--- config.mk ---
export PLATFORM = sky130hd
export DESIGN_NAME = wordle_scorer
export DESIGN_NICKNAME = d
export VERILOG_FILES = /design/src/rtl/wordle_pkg.sv /design/src/rtl/wordle_letter_match.sv /design/src/rtl/wordle_scorer.sv
export SDC_FILE = /design/constraint.sdc
export NUM_CORES = 1
export LEC_CHECK = 0
export ABC_AREA = 1
export BUFFER_PORTS_ARGS = -buffer_cell sky130_fd_sc_hd__buf_2
export CORE_MARGIN = 2
export CORE_UTILIZATION = 45
export CTS_CLUSTER_DIAMETER = 80
export DETAILED_ROUTE_END_ITERATION = 10
export GPL_ROUTABILITY_DRIVEN = 0
export PLACE_DENSITY = 0.65
export SLEW_MARGIN = 40
export SYNTH_ARGS = -nofsm -noshare
export SYNTH_HDL_FRONTEND = slang
export SYNTH_SLANG_ARGS = --single-unit
--- constraint.sdc ---
create_clock -name Clk -period 5.04 [get_ports Clk]
set_clock_uncertainty 0.15 [all_clocks]
set_input_delay 0.756 -clock Clk [delete_from_list [all_inputs] [get_ports Clk]]
set_output_delay 0.756 -clock Clk [all_outputs]
set_load 0.005 [all_outputs]
--- src/rtl/wordle_pkg.sv ---
// Shared constants for the Wordle scorer: word geometry, colour codes and one-hot state encoding.
package wordle_pkg;
    localparam int LETTERS     = 5;
    localparam int LETTER_W    = 8;
    localparam int MAX_GUESSES = 6;

    localparam logic [1:0] GREY   = 2'b00;
    localparam logic [1:0] YELLOW = 2'b01;
    localparam logic [1:0] GREEN  = 2'b10;

    typedef enum logic [5:0] {
        S_IDLE   = 6'b000001,
        S_GREEN  = 6'b000010,
        S_YELLOW = 6'b000100,
        S_COMMIT = 6'b001000,
        S_DONE   = 6'b010000,
        S_REJECT = 6'b100000
    } state_t;
endpackage

--- src/rtl/wordle_letter_match.sv ---
// Finds the lowest-index unused answer position holding a given letter.
module wordle_letter_match #(
    parameter int LETTERS  = 5,
    parameter int LETTER_W = 8
) (
    input  logic [LETTER_W-1:0]         letter,
    input  logic [LETTERS*LETTER_W-1:0] answer,
    input  logic [LETTERS-1:0]          used,
    output logic                        hit,
    output logic [LETTERS-1:0]          pos_oh
);
    always_comb begin
        hit    = 1'b0;
        pos_oh = '0;
        // Scan from the last position down so the lowest index wins.
        for (int p = LETTERS - 1; p >= 0; p--) begin
            if (!used[p] && answer[(LETTERS-1-p)*LETTER_W +: LETTER_W] == letter) begin
                hit       = 1'b1;
                pos_oh    = '0;
                pos_oh[p] = 1'b1;
            end
        end
    end
endmodule

--- src/rtl/wordle_scorer.sv ---
// Multi-cycle Wordle guess scorer with guess count and win/lose tracking.
// Optional hard mode (green letters must be reused) under WORDLE_HARD_MODE_EN.
module wordle_scorer
    import wordle_pkg::*;
(
    input  logic                        Clk,
    input  logic                        reset,
    input  logic                        new_game,
    input  logic                        start,
    input  logic [LETTERS*LETTER_W-1:0] guess,
    input  logic [LETTERS*LETTER_W-1:0] answer,
    output logic                        busy,
    output logic                        done,
    output logic [2*LETTERS-1:0]        colors,
    output logic [2:0]                  guess_num,
    output logic                        win,
    output logic                        lose,
    output logic                        reject
);
    localparam int IDX_W = $clog2(LETTERS);
    localparam logic [IDX_W-1:0] LAST_IDX = IDX_W'(LETTERS - 1);
    localparam logic [2:0] MAX_NUM = 3'(MAX_GUESSES);

    state_t                        state;
    logic [IDX_W-1:0]              idx;
    logic [LETTERS-1:0]            used;
    logic [1:0]                    wcode [LETTERS];
    logic [LETTERS*LETTER_W-1:0]   g_q, a_q;
    logic [LETTER_W-1:0]           cur_g, cur_a;
    logic [2*LETTERS-1:0]          wpack;
    logic                          all_green;
    logic [2:0]                    next_num;
    logic                          m_hit;
    logic [LETTERS-1:0]            m_oh;
    logic                          hard_viol;

    always_comb begin
        cur_g     = '0;
        cur_a     = '0;
        wpack     = '0;
        all_green = 1'b1;
        for (int p = 0; p < LETTERS; p++) begin
            if (idx == IDX_W'(p)) begin
                cur_g = g_q[(LETTERS-1-p)*LETTER_W +: LETTER_W];
                cur_a = a_q[(LETTERS-1-p)*LETTER_W +: LETTER_W];
            end
            wpack[(LETTERS-1-p)*2 +: 2] = wcode[p];
            if (wcode[p] != GREEN) all_green = 1'b0;
        end
        next_num = (guess_num == MAX_NUM) ? guess_num : guess_num + 3'd1;
    end

    wordle_letter_match #(.LETTERS(LETTERS), .LETTER_W(LETTER_W)) u_match (
        .letter (cur_g),
        .answer (a_q),
        .used   (used),
        .hit    (m_hit),
        .pos_oh (m_oh)
    );

`ifdef WORDLE_HARD_MODE_EN
    logic [LETTERS*LETTER_W-1:0] hist_g;
    logic [2*LETTERS-1:0]        hist_c;

    // A guess is refused if any previously green position changed letter.
    always_comb begin
        hard_viol = 1'b0;
        for (int p = 0; p < LETTERS; p++)
            if (hist_c[(LETTERS-1-p)*2 +: 2] == GREEN &&
                guess[(LETTERS-1-p)*LETTER_W +: LETTER_W] != hist_g[(LETTERS-1-p)*LETTER_W +: LETTER_W])
                hard_viol = 1'b1;
    end
`else
    assign hard_viol = 1'b0;
    assign reject    = 1'b0;
`endif

    always_ff @(posedge Clk or posedge reset) begin
        if (reset) begin
            state     <= S_IDLE;
            busy      <= 1'b0;
            done      <= 1'b0;
            colors    <= '0;
            guess_num <= '0;
            win       <= 1'b0;
            lose      <= 1'b0;
            idx       <= '0;
            used      <= '0;
            g_q       <= '0;
            a_q       <= '0;
            for (int p = 0; p < LETTERS; p++) wcode[p] <= GREY;
`ifdef WORDLE_HARD_MODE_EN
            reject    <= 1'b0;
            hist_g    <= '0;
            hist_c    <= '0;
`endif
        end else begin
            done <= 1'b0;
`ifdef WORDLE_HARD_MODE_EN
            reject <= 1'b0;
`endif
            if (new_game) begin
                state     <= S_IDLE;
                busy      <= 1'b0;
                colors    <= '0;
                guess_num <= '0;
                win       <= 1'b0;
                lose      <= 1'b0;
`ifdef WORDLE_HARD_MODE_EN
                hist_g    <= '0;
                hist_c    <= '0;
`endif
            end else begin
                case (state)
                    S_IDLE: begin
                        if (start && !win && !lose) begin
                            g_q   <= guess;
                            a_q   <= answer;
                            idx   <= '0;
                            used  <= '0;
                            busy  <= 1'b1;
                            for (int p = 0; p < LETTERS; p++) wcode[p] <= GREY;
                            state <= hard_viol ? S_REJECT : S_GREEN;
                        end
                    end
                    S_GREEN: begin
                        if (cur_g == cur_a) begin
                            wcode[idx] <= GREEN;
                            used[idx]  <= 1'b1;
                        end
                        if (idx == LAST_IDX) begin
                            idx   <= '0;
                            state <= S_YELLOW;
                        end else begin
                            idx <= idx + 1'b1;
                        end
                    end
                    S_YELLOW: begin
                        if (wcode[idx] != GREEN && m_hit) begin
                            wcode[idx] <= YELLOW;
                            used       <= used | m_oh;
                        end
                        if (idx == LAST_IDX) begin
                            idx   <= '0;
                            state <= S_COMMIT;
                        end else begin
                            idx <= idx + 1'b1;
                        end
                    end
                    S_COMMIT: begin
                        colors    <= wpack;
                        guess_num <= next_num;
                        win       <= all_green;
                        lose      <= !all_green && (next_num == MAX_NUM);
                        done      <= 1'b1;
                        state     <= S_DONE;
`ifdef WORDLE_HARD_MODE_EN
                        hist_g    <= g_q;
                        hist_c    <= wpack;
`endif
                    end
                    S_DONE: begin
                        busy  <= 1'b0;
                        state <= S_IDLE;
                    end
                    S_REJECT: begin
`ifdef WORDLE_HARD_MODE_EN
                        reject <= 1'b1;
`endif
                        busy  <= 1'b0;
                        state <= S_IDLE;
                    end
                    default: begin
                        busy  <= 1'b0;
                        state <= S_IDLE;
                    end
                endcase
            end
        end
    end
endmodule

Word-level counts from Yosys, hierarchy flattened:

Index checks and enable logic that the tools add are counted.

* $mul: 0
* shift operators: 0
* $lt $le $gt $ge: 4
* mux-type cells: 62
* reduce and logical (&&, ||, !) cells: 30
* add/subtract/negate cells: 2
* equal/unequal tests: 29
* bitwise operators: 10
* div/mod/pow operators: 0

Operators by type and width (number)
* $mux W8: 10
* $mux W10: 5
* $eq A8 B8 Y1: 6
* $mux W5: 8
* $pmux W10 S3: 1
* $mux W6: 4
* $pmux W6 S4: 1
* $or A5 B5 Y5: 4
* $mux W1: 19
* $ne A2 B2 Y1 const B: 9
* $mux W3: 5
* $pmux W5 S3: 1
* $logic_and A1 B1 Y1: 11
* $and A5 B5 Y5: 2
* $not A5 Y5: 2
* $eq A3 B3 Y1 const B: 3
* $ne A3 B3 Y1 const B: 3
* $reduce_and A3 Y1: 3
* $logic_not A1 Y1: 8
* $add A3 B1 Y3 const B: 2
* $bmux W2 S3: 1
* $demux W2 S3: 1
* $eq A3 B2 Y1 const B: 2
* $eq A6 B1 Y1 const B: 1
* other kinds (22): 25

* word-level logic and storage cells: 153
* flip-flop bits (word level): 121
* memories: 0
* bits of input ports: 84
* latch bits: 0
* output and inout bits: 18
* RAM bits: 0
* ROM bits: 0

Logic depth before layout (Yosys ltp):

Gate-level depths: netlist of the first run.

* word-level depth: 16
* gate-level depth with buffers: 23
* gate-level depth less buffers: 22

Modules after synthesis:

A second synthesis of the first run with hierarchy kept.

* cells, all modules: 1057
* area total of the unflattened synthesis: 7150.6 µm²

Modules (own cells, without submodules)
* wordle_scorer: instances 1, seq. area each 3004.1 µm², area an instance 6437.4 µm², cells an instance 901
* wordle_letter_match: instances 1, seq. area each 0.0 µm², area an instance 713.2 µm², cells an instance 156

Least setup slack after synthesis of the first run:

Ideal clock, no wire load.

* path kind: flip-flop to flip-flop
* from: register idx[2]
* to: register wcode[6] (netlist name)
* buffers on the path: 4
* data required time: 4.763 ns
* setup time: 0.127 ns
* arrival: 2.462 ns
* clock period less this slack: 2.739 ns
* slack: 2.301 ns
* stages on the path, launching flop included: 23
* cell sequence: dfrtp_1 inv_2 buf_4 ha_1 inv_1 buf_2 buf_2 o21ai_0 inv_1 nand2_1 nand2_2 nand2_4 nand2_1 nand2_1 nor2_1 inv_1 nor2_1 nand2_1 nand2_1 nor2_2 a21oi_4 buf_6 o21ai_0

* longest elaborated chain between the ends: 16
* elaborated cells between the ends (all ways): 51
* those cells by class: order compare: 2; eq/ne: 13; mux: 23; bitwise: 4; reduce/logical: 9

RTL lines
* from (decl): line wordle_scorer.sv:25 `logic [IDX_W-1:0] idx;`
* from (signal assigned): line wordle_scorer.sv:135 `idx <= idx + 1'b1;`
* from (signal assigned): line wordle_scorer.sv:147 `idx <= idx + 1'b1;`
* $logic_not A3 Y1: line wordle_scorer.sv:43 `if (idx == IDX_W'(p)) begin`
* $mux W8 (5 in a row): line wordle_scorer.sv:43
* $eq A8 B8 Y1: line wordle_letter_match.sv:17 `if (!used[p] && answer[(LETTERS-1-p)*LETTER_W +: LETTER_W] == letter) begin`
* $logic_and A1 B1 Y1: line wordle_letter_match.sv:17
* $mux W1 (5 in a row): line wordle_letter_match.sv:17
* $logic_and A1 B1 Y1: line wordle_scorer.sv:139 `if (wcode[idx] != GREEN && m_hit) begin`
* $ne A2 B2 Y1 (no source line)
* $reduce_and A5 Y1 (no source line)
* to (signal, indexed assignment): line wordle_scorer.sv:128 `wcode[idx] <= GREEN;`
* to (signal, indexed assignment): line wordle_scorer.sv:140 `wcode[idx] <= YELLOW;`
* to (decl): line wordle_scorer.sv:27 `logic [1:0] wcode [LETTERS];`

Parallel ways exist; a longest one is shown, timed or not. The select of a mux whose other input is x is not followed.
A chain may end at the register's enable or synchronous reset.

Worst setup path after layout of the first run:

* from: register idx[0]
* to: register wcode[6] (netlist name)

Same word-level chain as after synthesis.

==> metrics.md, run 1 <==
| Metric | Value |
|---|---|
| Outcome | completed |
| Hold_buf cts | 0 |
| Tot Pwr | 5.37 mW |
| Routed Antenna Nets | 0 |
| Pwr Density | 649 nW/um^2 |
| RR Startpoint | idx[0] |
| Post-synth EDFFs | 0 |
| Register bit total from synthesis | between 100 and 150 |
| Post-Layout Cell Count | between 1k and 1.5k |
| R2R Setup Slk | approximately 1300 ps |
| Syn. warnings | 0 |
| Setup-violating endpoint count in the final report | 0 |
| Fillers | approximately 1.6k |
| Antenna violations before repair | 0 |
| Seq/Total Area, Yosys | 0.426 |
| Critical Path AT | 3830 ps |
| Sw Ratio | 0.465 |
| H-tree levels | 4 |
| Shortest period the worst path allows | roughly 3700 ps |
| Seq pwr share | 0.296 |
| VDD IR max | around 350 uV |
| GRT Overall Usage | 0.244 |
| Combinational fraction of design power | 0.479 |
| Worst-Margin Slew | ~800 ps |
| Mapped Cells | 1,017 |
| Largest net degree at the start of global routing | 78 |
| Hold Path Class | in -> async |
| Hpwl dp | 14,400 um |
| CP startpoint | idx[0] |
| Setup Fix Bufs, Post-CTS | 0 |
| FF-to-FF End | wcode[6] |
| Pre-antenna DRT Iters | 5 |
| Post-Syn Nets | between 1k and 1.5k |
| Placed cell areas | 7690 sq um |
| Starting Density | 0.462 |
| Max_slew headroom | 0.460 |
| Synth Cell Area | 7050 sq um |
| Fin area | about 8300 sq um |
| Final net count | roughly 1.2k |
| Synth cell types | 38 |
| RSZ-0062 raised after global routing | false |
| Period utilization | 0.733 |
| Port bufs | 100 |
| Num Clock Sinks | 120 |
| Leak | 4.37 nW |
| Vias in the first global route | about 6.3k |
| FP Rows | 45 |
| Post-cts resize count | 0 |
| Clk network pwr share | 0.224 |
| Count of final max-slew check failures | 0 |
| Clk slew on worst S/H paths | about 60 ps |
| Largest area contributor in the netlist | dfrtp_1 |
| Crit path max fanout | 29 |
| Most used DFF post-synth | dfrtp_1 |
| Worst setup SP type | register |
| Setup_tns | 0 ps |
| Worst skew pair latency | 420 ps |
| CTS tree | built |
| Remaining DRCs | 0 |
| Synthesis-to-finish area growth | 17.3% |
| Vias/cell | just over 5 |
| Vias | roughly 6.8k |
| Synth top area cells | dfrtp_1, nand2_1, o21ai_0, inv_1, nand3_1 |
| Clock Tree Buf Depth | 2 |
| Max_cap viols | 0 |
| R2R depth | 18 |
| WL/cell | between 10 and 15 um |
| WHS | 212 ps |
| Final Hold Fails | 0 |
| Total grt overflow | 0 |
| Initial DRC count | roughly 610 |
| CTS Root Cell | clkbuf_16 |
| N_diodes | 0 |
| DIE AREA | 16,700 sq um |
| First-pass GRT wire length | roughly 32,000 um |
| Die width | around 130 um |
| Layout cell share with drive strength beyond 1 | 0.149 |
| Data required, critical path | between 5000 and 6000 ps |
| Placed Cells | 1,299 |
| WS Path Type | reg -> reg |
| Internal | about 2.9 mW |
| Synth top area share | 0.422 |
| Crit. End Element | register |
| Post-synth ARST share | 1.00 |
| Crit path capture | wcode[6] |
| CTS Buf Count | 17 |
| Sw power | approximately 2.5 mW |
| Core Box Area | approximately 15,000 sq um |
| Overall die height | 129 um |
| Boundary pin count | 102 |
| Mapped Avg Cell Area | around 7 sq um |
| Max frequency | between 200 and 300 MHz |
| Post-Route WL | 19,500 um |
-- placed cells by master (no fill, tap or decap), types with 3 or more instances in the layout --
master / count
o21ai_0: 118
nand2_2: 12
nand2_4: 3
dfrtp_1: 119
inv_2: 4
nor2_2: 3
o22ai_1: 3
nor3_1: 8
nand3_1: 83
o21bai_1: 5
inv_1: 133
xor2_1: 12
ha_1: 7
o31ai_1: 11
o21ai_1: 11
buf_4: 8
clkinv_4: 5
nor2_1: 57
nand3b_1: 5
nand2_1: 352
clkbuf_16: 17
a21oi_1: 11
buf_2: 100
nand4_1: 6
-- how the worst min path moves through the flow --
stage          endpoint  slack (ps)  cells past startpoint
5_1_grt         g_q[17]         260                      2
4_1_cts         g_q[30]         220                      2
3_3_place_gp    g_q[31]         310                      2
2_1_floorplan   g_q[17]         290                      2
3_5_place_dp    g_q[31]         310                      2
6_report        g_q[17]         210                      2
-- power groups by stage --
stage	Clock (mW)	Combinational [mW]	Sequential [mW]
after floorplan	0	1.98	1.48
after global placement	0	2.51	1.60
after detailed placement	0	2.53	1.59
after CTS	1.22	2.54	1.58
after global routing	1.26	2.95	1.62
final	1.21	2.57	1.59
-- cells in the mapped netlist, types with 2 or more instances --
master    count
o21ai_0     118
nor2_1       58
nand3_1      83
inv_2         4
nor4_1        2
nand3b_1      5
o22ai_1       3
buf_2         5
clkbuf_1     22
buf_4         5
inv_1       134
xor2_1       12
nand2_1     352
nand2_4       3
o21ai_1      11
nor3_1        8
o211ai_1      2
dfrtp_1     119
buf_6         4
a21oi_1      11
ha_1          7
o21bai_1      5
nor2_2        3
o31ai_1      11
nand4_1       6
nand2_2      12
-- metrics by stage --
step | worst slack [ps] | util
after floorplan | 950 | -
after global placement | 1530 | 0.504
after detailed placement | 1400 | 0.504
after CTS | 1410 | 0.542
after global routing | 987 | 0.542
final | 1350 | 0.542
-- cells by family after synthesis --
| group | after synthesis | synth area share |
|---|---|---|
| AOI/OAI and AO/OA | 167 | 0.129 |
| DFF | 120 | 0.426 |
| xor gates and xnor gates | 12 | 0.0149 |
| adders and majority gates | 7 | 0.0124 |
| and+or+nand+nor | 534 | 0.316 |
| other | 1 | 0.000532 |
| buffers and inverters | 176 | 0.101 |
-- cell type report --
cell class / instances / area [sq um] / area share
multi-input combinational: 721 / 3340 / 0.404
sequential: 120 / 3000 / 0.363
timing repair buffer: 108 / 561 / 0.0677
inverter: 139 / 524 / 0.0633
clock buffer: 19 / 433 / 0.0523
tap: 211 / 264 / 0.0319
clock inverter: 13 / 149 / 0.0180
-- worst max-delay path: stages, from the launching register on --
cell	delay [ps]
dfrtp_1	450
ha_1	230
ha_1	230
inv_1	610
o21ai_1	150
inv_1	80
nand2_1	80
nand2_2	190
nand2_4	130
nand2_1	80
nand2_1	40
nor2_1	140
nand2_1	70
nor2_1	120
nand2_1	60
nand2_1	70
nor2_2	60
a21oi_4	430
o21ai_0	140
-- per-layer routing --
layer | vias up | global-route usage | part of all wire
met4 | 0 | 0.0870 | 0.021
li1 | 3396 | - | -
met2 | 235 | 0.368 | 0.43
met5 | - | 0 | 0
met3 | 32 | 0.0487 | 0.066
met1 | 3124 | 0.349 | 0.48
-- registers in the layout, indices dropped and copies added (netlist names) --
register   flops
a_q           40
busy           1
colors        10
done           1
g_q           40
guess_num      3
idx            3
lose           1
state          5
used           5
wcode         10
win            1
Note: power is estimated with default switching activity, not from simulation.
==> run 2: changes to the inputs <==
Settings changed: PLACE_DENSITY 0.65 to 0.68.
Clock period 5.04 ns to 3.1 ns, I/O delays scaled along.
==> metrics.md, run 2 (synthesis results as in run 1) <==
| Metric | Value |
|---|---|
| Layout cell share with drive strength beyond 1 | 0.223 |
| CP bufs+invs | 3 |
| RR Startpoint | idx[0] |
| First-pass GRT wire length | approximately 33,000 um |
| FP Rows | 45 |
| Leak | ~4.7 nW |
| VDD IR max | 604 uV |
| CP peak stage delay | between 400 and 500 ps |
| Boundary pin count | around 100 |
| Clock Tree Buf Depth | 2 |
| DIE AREA | about 17,000 sq um |
| Worst-Margin Slew | just over 600 ps |
| Hold Path Class | in -> reg |
| Setup-violating endpoint count in the final report | 0 |
| GRT Overall Usage | 0.258 |
| Vias | between 7k and 8k |
| Overall die height | between 100 and 150 um |
| Num Clock Sinks | 120 |
| Final net count | about 1.2k |
| Hold Path Sink | g_q[27] |
| Initial DRC count | about 810 |
| Fillers | 1,423 |
| FF-to-FF End | wcode[2] |
| Routed Antenna Nets | 0 |
| Placed Cells | between 1k and 1.5k |
| Starting Density | 0.462 |
| R2R depth | 20 |
| Slowest stage cell, crit path | dfrtp_2 |
| Crit. End Element | register |
| Port bufs | 100 |
| Clk slew on worst S/H paths | about 60 ps |
| Worst path top cell family by delay | simple AND/OR/NAND/NOR gates |
| Post-Layout Cell Count | between 1k and 1.5k |
| Worst skew pair latency | about 430 ps |
| Core Box Area | ~15,000 sq um |
| CTS tree | built |
| Final Hold Fails | 0 |
| Worst setup SP type | register |
| Pwr Density | 1100 nW/um^2 |
| CTS Root Cell | clkbuf_16 |
| Hpwl dp | 15,000 um |
| Die width | between 100 and 150 um |
| Hold wc startpoint | guess[27] |
| N_diodes | 0 |
| Antenna violations before repair | 0 |
| Leading cell types in the layout, fill and taps excluded | nand2_1, inv_1, dfrtp_1, o21ai_0, buf_2 |
| Final worst-path setup slack | roughly 20 ps |
| Fin area | 9090 sq um |
| DP Worst Slack | about 5 ps |
| Vias/cell | roughly 5.2 |
| Period utilization | 0.994 |
| Max_cap viols | 0 |
| WL/cell | 15.5 um |
| WS Path Type | reg -> reg |
| Most common cell after layout, fill and taps aside | nand2_1 |
| Count of final max-slew check failures | 0 |
| Worst-path cell chain | inv_4 -> ha_4 -> inv_1 -> nor2_4 -> nand3_2 -> nand2_1 -> nand2_2 -> nand2_4 -> nand2_8 -> nand2_1 -> nand2_1 -> nor2_2 -> nand2_1 -> nor2_1 -> nand2_1 -> nand2_1 -> nor2_2 -> a21oi_4 -> clkbuf_16 -> o21ai_0 |
| Pre-antenna DRT Iters | 6 |
| Final core occ | 0.596 |
| CTS Buf Count | 17 |
| Outcome | completed |
| Crit path max fanout | 7 |
| Critical Path Most Common Cell | nand2_1 |
| Max_slew headroom | 0.586 |
| Max frequency | around 320 MHz |
| Vias in the first global route | approximately 6.6k |
| R2R Setup Slk | between 20 and 25 ps |
| Placed cell areas | between 7000 and 8000 sq um |
| Biggest regs | a_q x40, g_q x40 |
| Total grt overflow | 0 |
| WHS Path Cells | 3 |
| Data required, critical path | 3260 ps |
| H-tree levels | 4 |
| Synthesis-to-finish area growth | 28.9% |
| Critical Path AT | around 3200 ps |
| Remaining DRCs | 0 |
| Largest net degree at the start of global routing | 64 |
| Post-Route WL | ~21,000 um |
| Shortest period the worst path allows | approximately 3000 ps |
==> run 2: cell count changes in the layout (fill, tap and decap cells not counted), moves of 6 or more <==
cell,previous run,this run
buf_4,8,37
nand2_1,352,337
nand2_4,3,12
nor2_1,57,49
buf_6,0,7
nor2_2,3,9
==> run 2: what timing repair did <==
item | 4_1_cts | 5_1_grt
hold endpoints to repair | 25 | 0
buffers inserted | 0 | 20
hold buffers | 1 | 0
cloned | 0 | 5
pin swaps | 0 | 27
endpoints found under the setup margin | 3 | 15
gates resized for setup | 1 | 85
==> run 2: area by class of cell <==
type	count	area, sq um	area share
Clock buffer	18	439	0.0483
Clock inverter	14	199	0.0219
Inverter	139	536	0.0589
Multi-Input combinational cell	722	3590	0.395
Sequential cell	120	3010	0.331
Tap cell	211	264	0.0290
Timing Repair Buffer	154	1050	0.116
==> run 2: per-stage QoR <==
step | power, mW | setup TNS [ps] | hold WS, ps
after floorplan | 5.62 | 0 | 287
final | 10.0 | 0 | 81.0
after detailed placement | 6.86 | 0 | 308
after global routing | 10.7 | -1230 | 79.0
after CTS | 9.05 | 0 | 72.8
after global placement | 6.82 | 0 | 309
==> run 2: how the worst max path moves through the flow <==
| stage | depth (start not counted) | startpoint | to | slack, ps |
|---|---|---|---|---|
| 3_5_place_dp | 21 | idx[0] | wcode[5] | 5 |
| 5_1_grt | 21 | idx[0] | wcode[1] | -120 |
| 4_1_cts | 21 | idx[0] | wcode[5] | 30 |
| 2_1_floorplan | 22 | idx[2] | wcode[6] | 360 |
| 6_report | 20 | idx[0] | wcode[2] | 20 |
| 3_3_place_gp | 18 | idx[0] | wcode[4] | 50 |
==> run 2: worst register-to-register path, cell delays in order, from the launching register on <==
cell	delay [ps]
dfrtp_2	490
inv_4	120
ha_4	170
inv_1	80
nor2_4	210
nand3_2	100
nand2_1	120
nand2_2	100
nand2_4	150
nand2_8	90
nand2_1	60
nand2_1	80
nor2_2	140
nand2_1	70
nor2_1	90
nand2_1	50
nand2_1	70
nor2_2	60
a21oi_4	290
clkbuf_16	210
o21ai_0	70
==> run 2: report_power, final <==
group | internal, mW | switching [mW]
Combinational | 1.94 | 3.31
Clock | 1.37 | 0.777
Sequential | 2.13 | 0.493
==> run 2: per-layer routing <==
layer | track usage | part of all wire
met5 | 0 | 0
met4 | 0.109 | 0.034
met3 | 0.0537 | 0.079
met2 | 0.398 | 0.45
met1 | 0.353 | 0.43
